$ cat config.mk
export PLATFORM = sky130hd
export DESIGN_NAME = wb_l2_arbiter
export DESIGN_NICKNAME = d
export VERILOG_FILES = /design/src/rtl/wb_l2_arbiter.sv
export SDC_FILE = /design/constraint.sdc
export NUM_CORES = 1
export LEC_CHECK = 0
export CAP_MARGIN = 20
export CORE_AREA = 2 2 341 343
export CTS_CLUSTER_SIZE = 20
export DETAILED_ROUTE_END_ITERATION = 16
export DIE_AREA = 0 0 343 345
export SYNTH_ARGS = -nofsm -noshare
export SYNTH_HDL_FRONTEND = slang
export SYNTH_SLANG_ARGS = --single-unit
$ cat constraint.sdc
create_clock -name clk -period 2.28 [get_ports clk]
set_input_delay 0.342 -clock clk [delete_from_list [all_inputs] [get_ports clk]]
set_output_delay 0.342 -clock clk [all_outputs]
set_load 0.1 [all_outputs]
$ cat src/rtl/wb_l2_arbiter.sv
// wb_l2_arbiter
// Round-robin Wishbone arbiter that shares one L2 port between the icache
// and the dcache. Each owner gets one SETUP cycle (grant up, l2_cyc low)
// before its CONNECT phase, which guarantees a one-cycle bubble between owners.
// ACK, RTY and DAT_S pass straight through to the owner while connected.
// Forwarded RTYs are counted in a saturating counter.
// Optional feature: define WB_ARB_TIMEOUT_EN to add a watchdog that aborts a
// CONNECT phase after TIMEOUT_CYCLES cycles with no ACK or RTY. The abort
// answers the owner with RTY and sets the sticky timeout_err flag.

module wb_l2_arbiter #(
    parameter int ADDR_W         = 12,
    parameter int DATA_W         = 128,
    parameter int SEL_W          = 16,
    parameter int TIMEOUT_CYCLES = 64,
    parameter int RTY_CNT_W      = 8
) (
    input  logic                 clk,
    input  logic                 rst_n,
    // icache master port
    input  logic                 i_cyc,
    input  logic                 i_stb,
    input  logic                 i_we,
    input  logic [ADDR_W-1:0]    i_adr,
    input  logic [SEL_W-1:0]     i_sel,
    input  logic [DATA_W-1:0]    i_dat_m,
    output logic                 i_ack,
    output logic                 i_rty,
    output logic [DATA_W-1:0]    i_dat_s,
    // dcache master port
    input  logic                 d_cyc,
    input  logic                 d_stb,
    input  logic                 d_we,
    input  logic [ADDR_W-1:0]    d_adr,
    input  logic [SEL_W-1:0]     d_sel,
    input  logic [DATA_W-1:0]    d_dat_m,
    output logic                 d_ack,
    output logic                 d_rty,
    output logic [DATA_W-1:0]    d_dat_s,
    // shared L2 slave port
    output logic                 l2_cyc,
    output logic                 l2_stb,
    output logic                 l2_we,
    output logic [ADDR_W-1:0]    l2_adr,
    output logic [SEL_W-1:0]     l2_sel,
    output logic [DATA_W-1:0]    l2_dat_m,
    input  logic                 l2_ack,
    input  logic                 l2_rty,
    input  logic [DATA_W-1:0]    l2_dat_s,
    // status
    output logic [1:0]           grant,
    output logic [RTY_CNT_W-1:0] rty_count,
    output logic                 timeout_err
);

    typedef enum logic [1:0] {
        ST_IDLE    = 2'd0,
        ST_SETUP   = 2'd1,
        ST_CONNECT = 2'd2
    } state_t;

    // Owner and last-served encoding: 0 = icache, 1 = dcache.
    state_t                 r_state;
    logic                   r_own;
    logic                   r_last;
    logic [1:0]             r_grant;
    logic [RTY_CNT_W-1:0]   r_rty_count;

    logic w_req_i;
    logic w_req_d;
    logic w_pick;
    logic w_own_cyc;
    logic w_own_stb;
    logic w_other_req;
    logic w_conn;
    logic w_timeout;
    logic w_live;
    logic w_own_ack;
    logic w_own_rty;

    assign w_req_i     = i_cyc & i_stb;
    assign w_req_d     = d_cyc & d_stb;
    // On a tie the requester that was not served last wins.
    assign w_pick      = (w_req_i & w_req_d) ? ~r_last : w_req_d;
    assign w_own_cyc   = r_own ? d_cyc : i_cyc;
    assign w_own_stb   = r_own ? d_stb : i_stb;
    assign w_other_req = r_own ? w_req_i : w_req_d;

    // A CONNECT cycle is live only while the owner holds cyc and the
    // watchdog has not fired; an owner dropping cyc kills l2_cyc at once.
    assign w_conn    = (r_state == ST_CONNECT) & w_own_cyc;
    assign w_live    = w_conn & ~w_timeout;
    assign w_own_ack = w_live & l2_ack;
    assign w_own_rty = (w_live & l2_rty & ~l2_ack) | w_timeout;

    assign l2_cyc  = w_live;
    assign l2_stb  = w_live & w_own_stb;

    assign i_ack   = w_own_ack & ~r_own;
    assign i_rty   = w_own_rty & ~r_own;
    assign d_ack   = w_own_ack & r_own;
    assign d_rty   = w_own_rty & r_own;
    assign i_dat_s = (w_conn & ~r_own) ? l2_dat_s : '0;
    assign d_dat_s = (w_conn & r_own) ? l2_dat_s : '0;

    assign grant     = r_grant;
    assign rty_count = r_rty_count;

    // Steer the owner's address, select, write data and direction to L2 once a grant exists.
    always_comb begin
        l2_we    = 1'b0;
        l2_adr   = '0;
        l2_sel   = '0;
        l2_dat_m = '0;
        if (r_state != ST_IDLE) begin
            l2_we    = r_own ? d_we    : i_we;
            l2_adr   = r_own ? d_adr   : i_adr;
            l2_sel   = r_own ? d_sel   : i_sel;
            l2_dat_m = r_own ? d_dat_m : i_dat_m;
        end
    end

`ifdef WB_ARB_TIMEOUT_EN
    localparam int WDOG_W = $clog2(TIMEOUT_CYCLES + 1);

    logic [WDOG_W-1:0] r_wdog;
    logic              r_timeout_err;

    assign w_timeout   = w_conn & (r_wdog == WDOG_W'(TIMEOUT_CYCLES));
    assign timeout_err = r_timeout_err;

    // Watchdog: count silent CONNECT cycles from zero, then latch the sticky error when it fires.
    always_ff @(posedge clk or negedge rst_n) begin
        if (!rst_n) begin
            r_wdog        <= '0;
            r_timeout_err <= 1'b0;
        end else begin
            if (r_state == ST_SETUP) begin
                r_wdog <= '0;
            end else if ((r_state == ST_CONNECT) && !l2_ack && !l2_rty &&
                         (r_wdog != WDOG_W'(TIMEOUT_CYCLES))) begin
                r_wdog <= r_wdog + 1'b1;
            end
            if (w_timeout) begin
                r_timeout_err <= 1'b1;
            end
        end
    end
`else
    assign w_timeout   = 1'b0;
    assign timeout_err = 1'b0;
`endif

    // Arbitration FSM: picks the owner, holds grant through SETUP/CONNECT and handles every CONNECT exit.
    always_ff @(posedge clk or negedge rst_n) begin
        if (!rst_n) begin
            r_state     <= ST_IDLE;
            r_own       <= 1'b0;
            r_last      <= 1'b1;
            r_grant     <= 2'b00;
            r_rty_count <= '0;
        end else begin
            case (r_state)
                ST_IDLE: begin
                    if (w_req_i | w_req_d) begin
                        r_own   <= w_pick;
                        r_grant <= w_pick ? 2'b10 : 2'b01;
                        r_state <= ST_SETUP;
                    end
                end
                ST_SETUP: begin
                    r_state <= ST_CONNECT;
                end
                ST_CONNECT: begin
                    if (!w_own_cyc) begin
                        r_grant <= 2'b00;
                        r_state <= ST_IDLE;
                    end else if (w_timeout) begin
                        r_last  <= r_own;
                        r_grant <= 2'b00;
                        r_state <= ST_IDLE;
                    end else if (l2_ack) begin
                        r_last <= r_own;
                        if (w_other_req) begin
                            r_own   <= ~r_own;
                            r_grant <= r_own ? 2'b01 : 2'b10;
                            r_state <= ST_SETUP;
                        end else begin
                            r_grant <= 2'b00;
                            r_state <= ST_IDLE;
                        end
                    end else if (l2_rty) begin
                        if (r_rty_count != '1) begin
                            r_rty_count <= r_rty_count + 1'b1;
                        end
                        r_last  <= r_own;
                        r_grant <= 2'b00;
                        r_state <= ST_IDLE;
                    end
                end
                default: begin
                    r_grant <= 2'b00;
                    r_state <= ST_IDLE;
                end
            endcase
        end
    end

endmodule

==> key figures <==
Floorplan
  – Rows: 125
  – Starting density of the core: 4.20%
  – Die X: 343 um
  – Full die area: 0.118 sq mm
  – I/O pin cnt: 880
  – CORE AREA: 0.115 sq mm
  – Die Y-Extent: 345 um

Placed design
  – Gpl congestion: 0.950
  – DP Area: 0.0205 sq mm
  – Placement Setup Slack: -0.248 ns
  – PortBufs: 878
  – Placed wire-length estimate: 81200 um

Setup path
  – Crit. End Element: output port
  – Slowest CP cell: dfrtp_4
  – R2R setup slack: 0.29 ns
  – Crit path max fanout: 41
  – CP Cell Sequence: and4bb_4 > bufbuf_16 > and2_1 > buf_12
  – WS Path Type: register to output port
  – Crit path DAT: 1.93 ns
  – Crit path max-delay family: simple AND/OR/NAND/NOR gates
  – Critical Path Max Stage Delay: 0.50 ns
  – CP Launch Type: register
  – Required time of the critical path: 1.94 ns
  – Worst path bufs/invs: 2

Synth
  – Post-synth EDFFs: 0
  – Gate Count Post-Synth: 711
  – Count leader, synth: and2_1
  – Yosys synthesis warning count: 0
  – FFs w/ async S/R, synth: 100%
  – Avg Cell Area, Syn: 6.81 sq um
  – Sequential area share after synthesis: 7.27%
  – Register bit total from synthesis: 14
  – Area share of the largest cell type after synthesis: 33.2%
  – Post-synth top flop: dfrtp_1
  – Yosys top cell by area: and2_1
  – Main area contributors after synthesis: and2_1, mux2i_1, nor2_1
  – Post-Syn Nets: 1162
  – Post-synth top cells: and2_1, nor2_1, mux2i_1, clkbuf_1, buf_2
  – Distinct cells, synth: 37
  – Mapped Area: 0.00484 sq mm

Layout
  – Fill count: 12691
  – Final instance area: 0.0208 sq mm
  – Synth-to-layout area growth: 330%
  – Share of layout cells above drive strength 1: 52.9%
  – # nets final: 2028
  – Area of the multi-input gates: 0.00483 sq mm
  – Sequential Area: 358 sq um
  – Layout Utilization: 18.1%

Route
  – Detail Route met3 WL: 11300 um
  – WL/cell: 27.7 um
  – DR vias: 8970
  – DRC viols: 0
  – DR top layer: met5
  – Post-route ant nets: 0
  – DR pass1 iterations: 5
  – DR WL met2: 41500 um
  – Total Wirelength: 86100 um
  – DR vias/cell: 2.89
  – Initial drt markers: 366
  – M1 wire length: 32100 um

Run status
  – Status: finished clean

Worst hold path
  – Hold WC Path Type: input pin to asynchronous set/reset pin

Global routing
  – Vias in the first global route: 9011
  – Largest net degree at the start of global routing: 43
  – Overflow after GRT: 0
  – Initial antenna violation count: 84
  – GRT Overall Usage: 14.0%
  – First-pass GRT wire length: 106000 um

Power and ir drop
  – Leakage: 0.00795 uW
  – Worst VDD drop: 753 uV
  – Power Dens Cells: 1380 mW/mm^2
  – Tot Pwr: 28700 uW

STA
  – RSZ-0062 raised after global routing: true
  – Slew HR: 59.3%
  – Tmin final: 2.28 ns
  – Worst-margin pin slew: 0.609 ns
  – Slew Viols, Final: 0
  – Final Hold Vio Count: 0
  – Final cycle utilization of the critical path: 99.8%
  – Hold_ws: 0.406 ns
  – Final setup viols: 0
  – Achievable frequency: 439 MHz
  – Layout Skew: 0.00405 ns
  – Setup WS post-layout: 0.00446 ns

Clocking
  – Clk root buf: clkbuf_16
  – Worst skew pair latency: 0.26 ns
  – CTS Buffer Depth: 2
  – CTS clk-pin slew, worst paths: 0.05 ns
  – CTS Buf Count: 3
  – CTS HTree Levels: 1
  – CTS sink cnt: 14
  – CTS tree: yes

Run
  – Maxcap violations: 0
[cell usage in the layout (no fill, tap or decap), types with 3 or more instances in the layout]
master,instances
diode_2,6
buf_12,433
buf_6,3
and2_1,66
clkdlybuf4s50_1,447
clkbuf_16,3
mux2_2,4
inv_1,3
dfrtp_1,10
nand3_1,3
nor2_1,28
mux2i_2,7
nor3_1,3
nand2_1,6
and2_2,189
xor2_1,5
nor2_2,134
buf_4,37
mux2i_1,152
[per-stage QoR]
step | cells | TNS [ns]
floorplan | 711 | -7.55
global placement | 3091 | -4.13
detailed placement | 3091 | -8.25
CTS | 3100 | -1.95
global route | 3101 | -4.49
finish | 3106 | 0
[final cells by class]
| type | count | share of cell area, % |
|---|---|---|
| repair buffers | 926 | 65.3 |
| multi-input cells | 629 | 23.2 |
| well taps | 1524 | 9.17 |
| flip-flops and latches | 14 | 1.72 |
| clock buffers | 4 | 0.427 |
| diodes | 6 | 0.0722 |
| inverters | 3 | 0.0541 |
[power by group]
group	switching [uW]	internal, uW	leakage [uW]
sequential	111	335	0.000173
combinational	18500	9350	0.00773
clock	120	267	0.0000442
total	18700	9950	0.00795
[cell families after synthesis]
kind of cell	synth area share, %
AO/OA/AOI/OAI	2.28
XOR/XNOR	0.905
adder cells (fa/ha/maj)	0.259
buffers and inverters	5.87
flip-flops	7.27
multiplexers	34.1
other	0.0775
AND/OR/NAND/NOR	49.2
[flip-flops by register name, summed over array words and instances, names as in the netlist]
register and flops:
rty_count 8, r_own 1, r_state 2, grant 2, r_last 1
[path summary, 6_finish.rpt]
check                          from           end  cells past startpoint
max in group asynchronous     rst_n        r_last                      2
min in group clk           grant[1]      grant[1]                      1
setup / recovery              r_own    i_dat_s[3]                      4
hold reg to reg            grant[1]      grant[1]                      1
hold / removal                rst_n  rty_count[6]                      2
setup reg to reg              r_own      grant[0]                      5
[metal layers]
| layer | vias up | track usage, % |
|---|---|---|
| met2 | 539 | 24.0 |
| li1 | 4051 | - |
| met1 | 4135 | 15.9 |
| met5 | - | 0 |
| met3 | 139 | 7.43 |
| met4 | 106 | 0.677 |
[worst reg2reg max path: cells and delay by family, from the launching register on]
family          cells  cell delay [ns]
flops               1             0.44
mux                 2             0.69
simple gates        1             0.16
buf+inv             1             0.23
compound gates      1             0.34
[repair_timing]
item	CTS	global route
hold buffers	0	0
resized for setup	13	8
pin swaps	1	0
setup buffers	3	0
gates cloned	2	0
endpoints found under the setup margin	254	78
No activity file was read; power rests on OpenSTA's default activity.
